[src/rtl/alu_mul_sequencer_pkg.sv]
// Shared ALU opcode constants and sequencer state encoding for the
// shift-and-add MUL sequencer that borrows the EX-stage ALU.
package alu_mul_sequencer_pkg;

  localparam logic [3:0] FUNC_ADD = 4'b0000;

  localparam logic [1:0] BT_EQ = 2'b00;
  localparam logic [1:0] BT_NE = 2'b01;
  localparam logic [1:0] BT_GE = 2'b10;
  localparam logic [1:0] BT_LT = 2'b11;

  // alu_op is {FuncCode, btype}; the ALU ignores btype for ADD
  localparam logic [5:0] ALU_OP_ADD = {FUNC_ADD, BT_EQ};

  typedef enum logic [1:0] {
    ST_IDLE = 2'b00,
    ST_RUN  = 2'b01,
    ST_DONE = 2'b10
  } seq_state_e;

endpackage

[src/rtl/alu_mul_sequencer.sv]
// RV32M MUL (low word) via shift-and-add, time-sharing the EX-stage ALU
// for the accumulate step and stalling the pipeline while busy.
module alu_mul_sequencer
  import alu_mul_sequencer_pkg::*;
#(
  parameter int unsigned data_width = 32
) (
  input  logic                  clk,
  input  logic                  reset,
  input  logic                  req_valid,
  output logic                  req_ready,
  input  logic [data_width-1:0] req_a,
  input  logic [data_width-1:0] req_b,
  output logic                  resp_valid,
  input  logic                  resp_ready,
  output logic [data_width-1:0] resp_result,
  output logic                  busy,
  output logic                  alu_own,
  output logic [5:0]            alu_op,
  output logic [data_width-1:0] alu_a,
  output logic [data_width-1:0] alu_b,
  input  logic [data_width-1:0] alu_c
);

  localparam int unsigned CNT_W = $clog2(data_width);

  seq_state_e state, state_next;

  logic [data_width-1:0] acc;
  logic [data_width-1:0] mcand;
  logic [data_width-1:0] mplr;
  logic [CNT_W-1:0]      cnt;
  logic                  zero_operand;
  logic                  run_last;

  always_comb begin
    zero_operand = (req_a == '0) || (req_b == '0);
    // stop once no multiplier bits remain above the one consumed this cycle
    run_last = (mplr[data_width-1:1] == '0) ||
               (cnt == CNT_W'(data_width - 1));
  end

  always_ff @(posedge clk or posedge reset) begin
    if (reset) begin
      state <= ST_IDLE;
    end else begin
      state <= state_next;
    end
  end

  always_comb begin
    state_next  = state;
    req_ready   = 1'b0;
    busy        = 1'b1;
    alu_own     = 1'b0;
    alu_op      = ALU_OP_ADD;
    alu_a       = '0;
    alu_b       = '0;
    resp_valid  = 1'b0;
    resp_result = '0;
    unique case (state)
      ST_IDLE: begin
        req_ready = 1'b1;
        busy      = 1'b0;
        if (req_valid) begin
          state_next = zero_operand ? ST_DONE : ST_RUN;
        end
      end
      ST_RUN: begin
        alu_own = 1'b1;
        alu_a   = acc;
        alu_b   = mcand;
        if (run_last) begin
          state_next = ST_DONE;
        end
      end
      ST_DONE: begin
        resp_valid  = 1'b1;
        resp_result = acc;
        if (resp_ready) begin
          state_next = ST_IDLE;
        end
      end
      default: begin
        state_next = ST_IDLE;
      end
    endcase
  end

  always_ff @(posedge clk or posedge reset) begin
    if (reset) begin
      acc   <= '0;
      mcand <= '0;
      mplr  <= '0;
      cnt   <= '0;
    end else begin
      unique case (state)
        ST_IDLE: begin
          if (req_valid) begin
            acc   <= '0;
            mcand <= req_a;
            mplr  <= req_b;
            cnt   <= '0;
          end
        end
        ST_RUN: begin
          if (mplr[0]) begin
            acc <= alu_c;
          end
          mcand <= mcand << 1;
          mplr  <= mplr >> 1;
          cnt   <= cnt + CNT_W'(1);
        end
        default: begin
        end
      endcase
    end
  end

endmodule

[config.mk]
export PLATFORM = sky130hd
export DESIGN_NAME = alu_mul_sequencer
export DESIGN_NICKNAME = d
export VERILOG_FILES = /design/src/rtl/alu_mul_sequencer_pkg.sv /design/src/rtl/alu_mul_sequencer.sv
export SDC_FILE = /design/constraint.sdc
export NUM_CORES = 1
export LEC_CHECK = 0
export BUFFER_PORTS_ARGS = -buffer_cell sky130_fd_sc_hd__buf_2
export CAP_MARGIN = 10
export CELL_PAD_IN_SITES_DETAIL_PLACEMENT = 1
export CELL_PAD_IN_SITES_GLOBAL_PLACEMENT = 2
export CORE_MARGIN = 2
export CORE_UTILIZATION = 31
export CTS_CLUSTER_SIZE = 12
export DETAILED_ROUTE_END_ITERATION = 16
export GPL_ROUTABILITY_DRIVEN = 0
export PLACE_DENSITY_LB_ADDON = 0.1
export SYNTH_ARGS = -nofsm -noshare
export SYNTH_HDL_FRONTEND = slang
export SYNTH_SLANG_ARGS = --single-unit
export TNS_END_PERCENT = 50
[constraint.sdc]
create_clock -name clk -period 8.26 [get_ports clk]
set_clock_uncertainty 0.1 [all_clocks]
set_input_delay 1.652 -clock clk [delete_from_list [all_inputs] [get_ports clk]]
set_output_delay 1.652 -clock clk [all_outputs]
set_load 0.01 [all_outputs]
==> impl_metrics.env, run 1 <==
export IMPL_numPortBuffers=199
export IMPL_grt_overflow_total=0
export IMPL_clkPwrFrac=0.191
export IMPL_endpoint_kind="output pin"
export IMPL_die_h_microns=137
export IMPL_initial_utilization=0.317
export IMPL_pwr_density_cell_nw_per_um2=370
export IMPL_worst_ep_required_time_ns=6.51
export IMPL_grt_total_usage=0.168
export IMPL_cts_tree="built"
export IMPL_swShare=0.409
export IMPL_vias_per_cell=4.76
export IMPL_arrival_ns=2.71
export IMPL_die_area_sq_um=18800
export IMPL_hold_viol_final=0
export IMPL_cts_setup_buffers=0
export IMPL_drv_slew=0
export IMPL_htreeDepth=3
export IMPL_postRouteAntennaNets=0
export IMPL_p_comb_frac=0.456
export IMPL_fmaxAchievable_ghz=0.224
export IMPL_path_class="register to output pin"
export IMPL_layout_nets=874
export IMPL_drv_cap=0
export IMPL_dp_hpwl_microns=11200
export IMPL_fillers=2118
export IMPL_grt_pass1_wl_microns=24600
export IMPL_period_share=0.540
export IMPL_grt_pass1_vias=4751
export IMPL_antenna_found_initial=0
export IMPL_cts_repair_resized=0
export IMPL_wire_per_inst_microns=15.6
export IMPL_p_leak_nw=3.58
export IMPL_critPathLaunchType="register"
export IMPL_diodes=0
export IMPL_fp_dieW_microns=137
export IMPL_seqPwrFrac=0.353
export IMPL_p_int_w=0.00149
export IMPL_num_vias=4768
export IMPL_rows=48
export IMPL_avgSynthCellArea_sq_um=9.14
export IMPL_setup_viol=0
export IMPL_core_area_sq_um=17400
export IMPL_placed_cells=985
export IMPL_pin_count=206
export IMPL_grt_max_degree=106
export IMPL_drt_iter0_drc=148
export IMPL_layout_drive_gt1_share=0.331
export IMPL_drc=0
export IMPL_stdcell_count=1001
export IMPL_syn_area_sq_um=5500
export IMPL_cts_root_buffer="clkbuf_16"
export IMPL_hold_path_class="register to register"
export IMPL_synth_seq_cells=103
export IMPL_first_pass_iters=4
export IMPL_numCtsBuffers=9
export IMPL_ys_types=37
export IMPL_worst_slew_pin_slew_ns=1.14
export IMPL_clkTransAtPathRegs_ns=0.07
export IMPL_wl_microns=15600
export IMPL_rsz0062_at_grt="no"
export IMPL_ys_warn_count=0
export IMPL_path_max_fanout=105
export IMPL_tns_ns=0
export IMPL_fin_crit_ns=4.46
export IMPL_netlist_instances=602
export IMPL_area_growth_pct=23.7
export IMPL_p_switching_w=0.00103
export IMPL_cts_sinks=103
export IMPL_cts_buffer_depth=2
export IMPL_ir_drop_v=0.000177
export IMPL_slew_headroom=0.236
export IMPL_outcome="completed"
export IMPL_ctsHoldBuffers=0
export IMPL_synth_seq_area_share=0.468
export IMPL_clk_latency_ns=0.35
## power by group through the flow
stage               Sequential [W]  Clock [W]  Combinational, W
global placement          0.000897          0           0.00112
global route              0.000922   0.000517           0.00130
finish                    0.000889   0.000481           0.00115
floorplan                 0.000831          0          0.000968
CTS                       0.000893   0.000497           0.00117
detailed placement        0.000901          0           0.00117
## placed cells by master, fill, tap and decap left out, drive strengths merged, types with 6 or more instances in the layout
cell type	instances
nand4	6
nor4	23
clkbuf	11
and2	96
conb	6
a21oi	32
mux2i	32
nand3	33
o21ai	67
buf	204
dfrtp	103
nand2	132
## worst paths after layout
kind	endpoint	slack, ns	cells past startpoint	start
max	alu_b[27]	3.80	4	state[0]
min	mcand[31]	0.38	2	mcand[31]
max reg2reg	mcand[30]	5.62	5	state[1]
min reg2reg	mcand[31]	0.38	2	mcand[31]
max in group asynchronous	mplr[12]	5.56	3	reset
min in group asynchronous	acc[1]	1.21	2	reset
## sequential cells by signal (all words and copies together) (netlist names)
| name | count |
|---|---|
| state | 2 |
| acc | 32 |
| mplr | 32 |
| cnt | 5 |
| mcand | 32 |
## stage by stage
stage	total power (W)	utilization	worst slack [ns]	instance area (sq um)	hold slack, ns
floorplan	0.00180	-	3.80	5520	0.342
global placement	0.00202	0.372	4.24	6460	0.361
detailed placement	0.00207	0.372	4.12	6460	0.373
CTS	0.00256	0.391	3.74	6790	0.386
global route	0.00274	0.392	3.54	6810	0.403
finish	0.00252	0.392	3.80	6810	0.380
## routing by layer
| layer | track usage | vias to the layer above | routed length (microns) |
|---|---|---|---|
| met4 | 0.0550 | 0 | 206 |
| met3 | 0.0254 | 10 | 897 |
| li1 | - | 2356 | - |
| met2 | 0.262 | 145 | 6980 |
| met5 | 0 | - | 0 |
| met1 | 0.238 | 2257 | 7500 |
## critical path, cell delays in order (launching register included)
cell and delay (ns):
dfrtp_1 0.58, nand2b_4 0.56, inv_6 0.73, and2_4 0.27, buf_2 0.12
## layout make-up
| cell class | count | area (sq um) | share of cell area |
|---|---|---|---|
| clock buffer | 11 | 233 | 0.0342 |
| clock inverter | 4 | 95.1 | 0.0140 |
| inverter | 5 | 26.3 | 0.00386 |
| multi-input combinational | 449 | 2550 | 0.375 |
| sequential | 103 | 2580 | 0.379 |
| tap | 225 | 282 | 0.0414 |
| timing repair buffer | 204 | 1040 | 0.153 |
## synth_stat cells (all sizes together)
cell       n  area [sq um]
xor2       1          8.76
conb       1          3.75
mux2       1          11.3
ha         2          25.0
dfrtp    103          2580
a22o       3          26.3
o21ai     67           339
nor2b      1          6.26
mux2i     32           320
o211a      1          10.0
nand4      6          37.5
clkbuf    10          41.3
or2        1          6.26
nor4      23           144
o21bai     1          18.8
a2bb2oi    1          8.76
inv        5          23.8
nand2b     1          13.8
a32o       1          10.0
nand2    132           495
and3       1          6.26
a21oi     32           164
o31ai      1          7.51
and2      96           678
nand3     33           165
buf       40           329
nor2       5          21.3
nor3       1          5.00
## logic make-up after synthesis
logic type / after synthesis / synth area share
AOI/OAI and AO/OA: 107 / 0.106
xor gates and xnor gates: 1 / 0.00159
adders and majority gates: 2 / 0.00455
buffers and inverters: 55 / 0.0716
DFF: 103 / 0.468
muxes: 33 / 0.0602
other: 1 / 0.000681
and+or+nand+nor: 300 / 0.287
Note: power is estimated with default switching activity, not from simulation.
==> inputs of run 2 (changes only) <==
--- a/config.mk
+++ b/config.mk
@@ -10,7 +10,7 @@
 export CELL_PAD_IN_SITES_DETAIL_PLACEMENT = 1
 export CELL_PAD_IN_SITES_GLOBAL_PLACEMENT = 2
 export CORE_MARGIN = 2
-export CORE_UTILIZATION = 31
+export CORE_UTILIZATION = 29
 export CTS_CLUSTER_SIZE = 12
 export DETAILED_ROUTE_END_ITERATION = 16
 export GPL_ROUTABILITY_DRIVEN = 0
==> constraint.sdc (replaced) <==
create_clock -name clk -period 4.6 [get_ports clk]
set_clock_uncertainty 0.1 [all_clocks]
set_input_delay 0.92 -clock clk [delete_from_list [all_inputs] [get_ports clk]]
set_output_delay 0.92 -clock clk [all_outputs]
set_load 0.01 [all_outputs]
==> run 2 against run 1 <==
  * Global-route usage shrank 0.50 points
  * Sequential share of layout area up 0.12 points
  * Die area grew 6.7%
  * Sequential power is 79% higher
  * Non-clock buffer count increased by 2
  * Wire length increased by 3.0%
  * Combinational power grew 82%
  * First-iteration DRC count grew 20%
==> impl_metrics.env, run 2 (synthesis gave the netlist of run 1 again) <==
export IMPL_clk_latency_ns=0.34
export IMPL_slew_headroom=0.292
export IMPL_cts_setup_buffers=0
export IMPL_layout_drive_gt1_share=0.331
export IMPL_clkTransAtPathRegs_ns=0.07
export IMPL_postRouteAntennaNets=0
export IMPL_grt_pass1_wl_microns=26100
export IMPL_fp_dieW_microns=142
export IMPL_setup_viol=0
export IMPL_worst_ep_required_time_ns=3.58
export IMPL_cts_repair_resized=0
export IMPL_htreeDepth=3
export IMPL_endpoint_kind="output pin"
export IMPL_pin_count=206
export IMPL_path_max_fanout=34
export IMPL_grt_overflow_total=0
export IMPL_drc=0
export IMPL_initial_utilization=0.295
export IMPL_wl_microns=16100
export IMPL_first_pass_iters=4
export IMPL_ctsHoldBuffers=0
export IMPL_worst_slew_pin_slew_ns=1.06
export IMPL_hold_slack_ns=0.378
export IMPL_cp_cell_sequence="nor2b_2 -> and2_1 -> buf_2"
export IMPL_grt_total_usage=0.163
export IMPL_critPathLaunchType="register"
export IMPL_stdcell_count=1010
export IMPL_grt_max_degree=106
export IMPL_layout_nets=876
export IMPL_reg_top3="acc: 32 flops, mcand: 32 flops, mplr: 32 flops"
export IMPL_multi_input_area_sq_um=2550
export IMPL_fillers=2255
export IMPL_rsz0062_at_grt="no"
export IMPL_die_h_microns=142
export IMPL_vias_per_cell=4.72
export IMPL_numCtsBuffers=9
export IMPL_num_vias=4771
export IMPL_path_class="register to output pin"
export IMPL_outcome="completed"
export IMPL_placed_cells=996
export IMPL_drv_cap=0
export IMPL_fin_crit_ns=3.13
export IMPL_area_growth_pct=23.3
export IMPL_drv_slew=0
export IMPL_period_share=0.681
export IMPL_hold_path_class="register to register"
export IMPL_final_cell_mix="199 x buf_2, 132 x nand2_1, 103 x dfrtp_1"
export IMPL_cts_sinks=103
export IMPL_grt_pass1_vias=4928
export IMPL_cpPeakStageDelay_ns=0.89
export IMPL_wire_per_inst_microns=15.9
export IMPL_final_common_cell="buf_2"
export IMPL_hold_viol_final=0
export IMPL_tns_ns=0
export IMPL_fmaxAchievable_ghz=0.319
export IMPL_regArea_sq_um=2580
export IMPL_p_total_w=0.00442
export IMPL_numPortBuffers=199
export IMPL_cts_tree="built"
export IMPL_antenna_found_initial=0
export IMPL_die_area_sq_um=20100
export IMPL_ir_drop_v=0.000260
export IMPL_cts_buffer_depth=2
export IMPL_cp_slowest_cell="nor2b_2"
export IMPL_diodes=0
export IMPL_post_place_ws_ns=1.76
export IMPL_dp_hpwl_microns=11300
export IMPL_core_area_sq_um=18600
export IMPL_pwr_density_cell_nw_per_um2=652
export IMPL_arrival_ns=2.11
export IMPL_setup_slack_ns=1.47
export IMPL_cts_root_buffer="clkbuf_16"
export IMPL_rows=50
export IMPL_drt_iter0_drc=178
export IMPL_p_leak_nw=3.56
-- run 2: critical path: cells and delay by family (launching register included) --
| family | cells | cell delay [ns] |
|---|---|---|
| buf+inv | 1 | 0.13 |
| flops | 1 | 0.50 |
| simple gates | 2 | 1.13 |
-- run 2: path summary, 6_finish.rpt --
path                       slack [ns]  cells past startpoint      from         endpoint
hold / removal                   0.38                      2   acc[25]          acc[25]
setup / recovery                 1.47                      3  state[1]  resp_result[25]
hold reg to reg                  0.38                      2   acc[25]          acc[25]
min in group asynchronous        0.73                      2     reset         mplr[11]
setup reg to reg                 2.59                      4  state[1]         mplr[19]
max in group asynchronous        2.69                      3     reset          acc[26]
-- run 2: metrics by stage --
stage | util | cell area, sq um
after CTS | 0.363 | 6760
after detailed placement | 0.348 | 6490
after global routing | 0.364 | 6790
after global placement | 0.348 | 6490
after floorplan | - | 5520
final | 0.364 | 6790
-- run 2: area by class of cell --
class                      count  share of cell area
sequential                   103               0.380
timing repair buffer         206               0.157
inverter                       5             0.00387
tap                          234              0.0431
multi-input combinational    449               0.376
clock inverter                 2             0.00516
clock buffer                  11              0.0343
-- run 2: layer usage --
metal / share of wire / up-vias / GRT usage / wire [microns]
met2: 0.45 / 139 / 0.265 / 7270
met5: 0 / - / 0 / 0
li1: - / 2351 / - / -
met3: 0.049 / 12 / 0.0243 / 781
met4: 0.011 / 0 / 0.0474 / 176
met1: 0.49 / 2269 / 0.225 / 7820
-- run 2: report_power, final --
group	switching, W	internal, W
combinational	0.00123	0.000859
clock	0.000332	0.000413
sequential	0.000285	0.00130
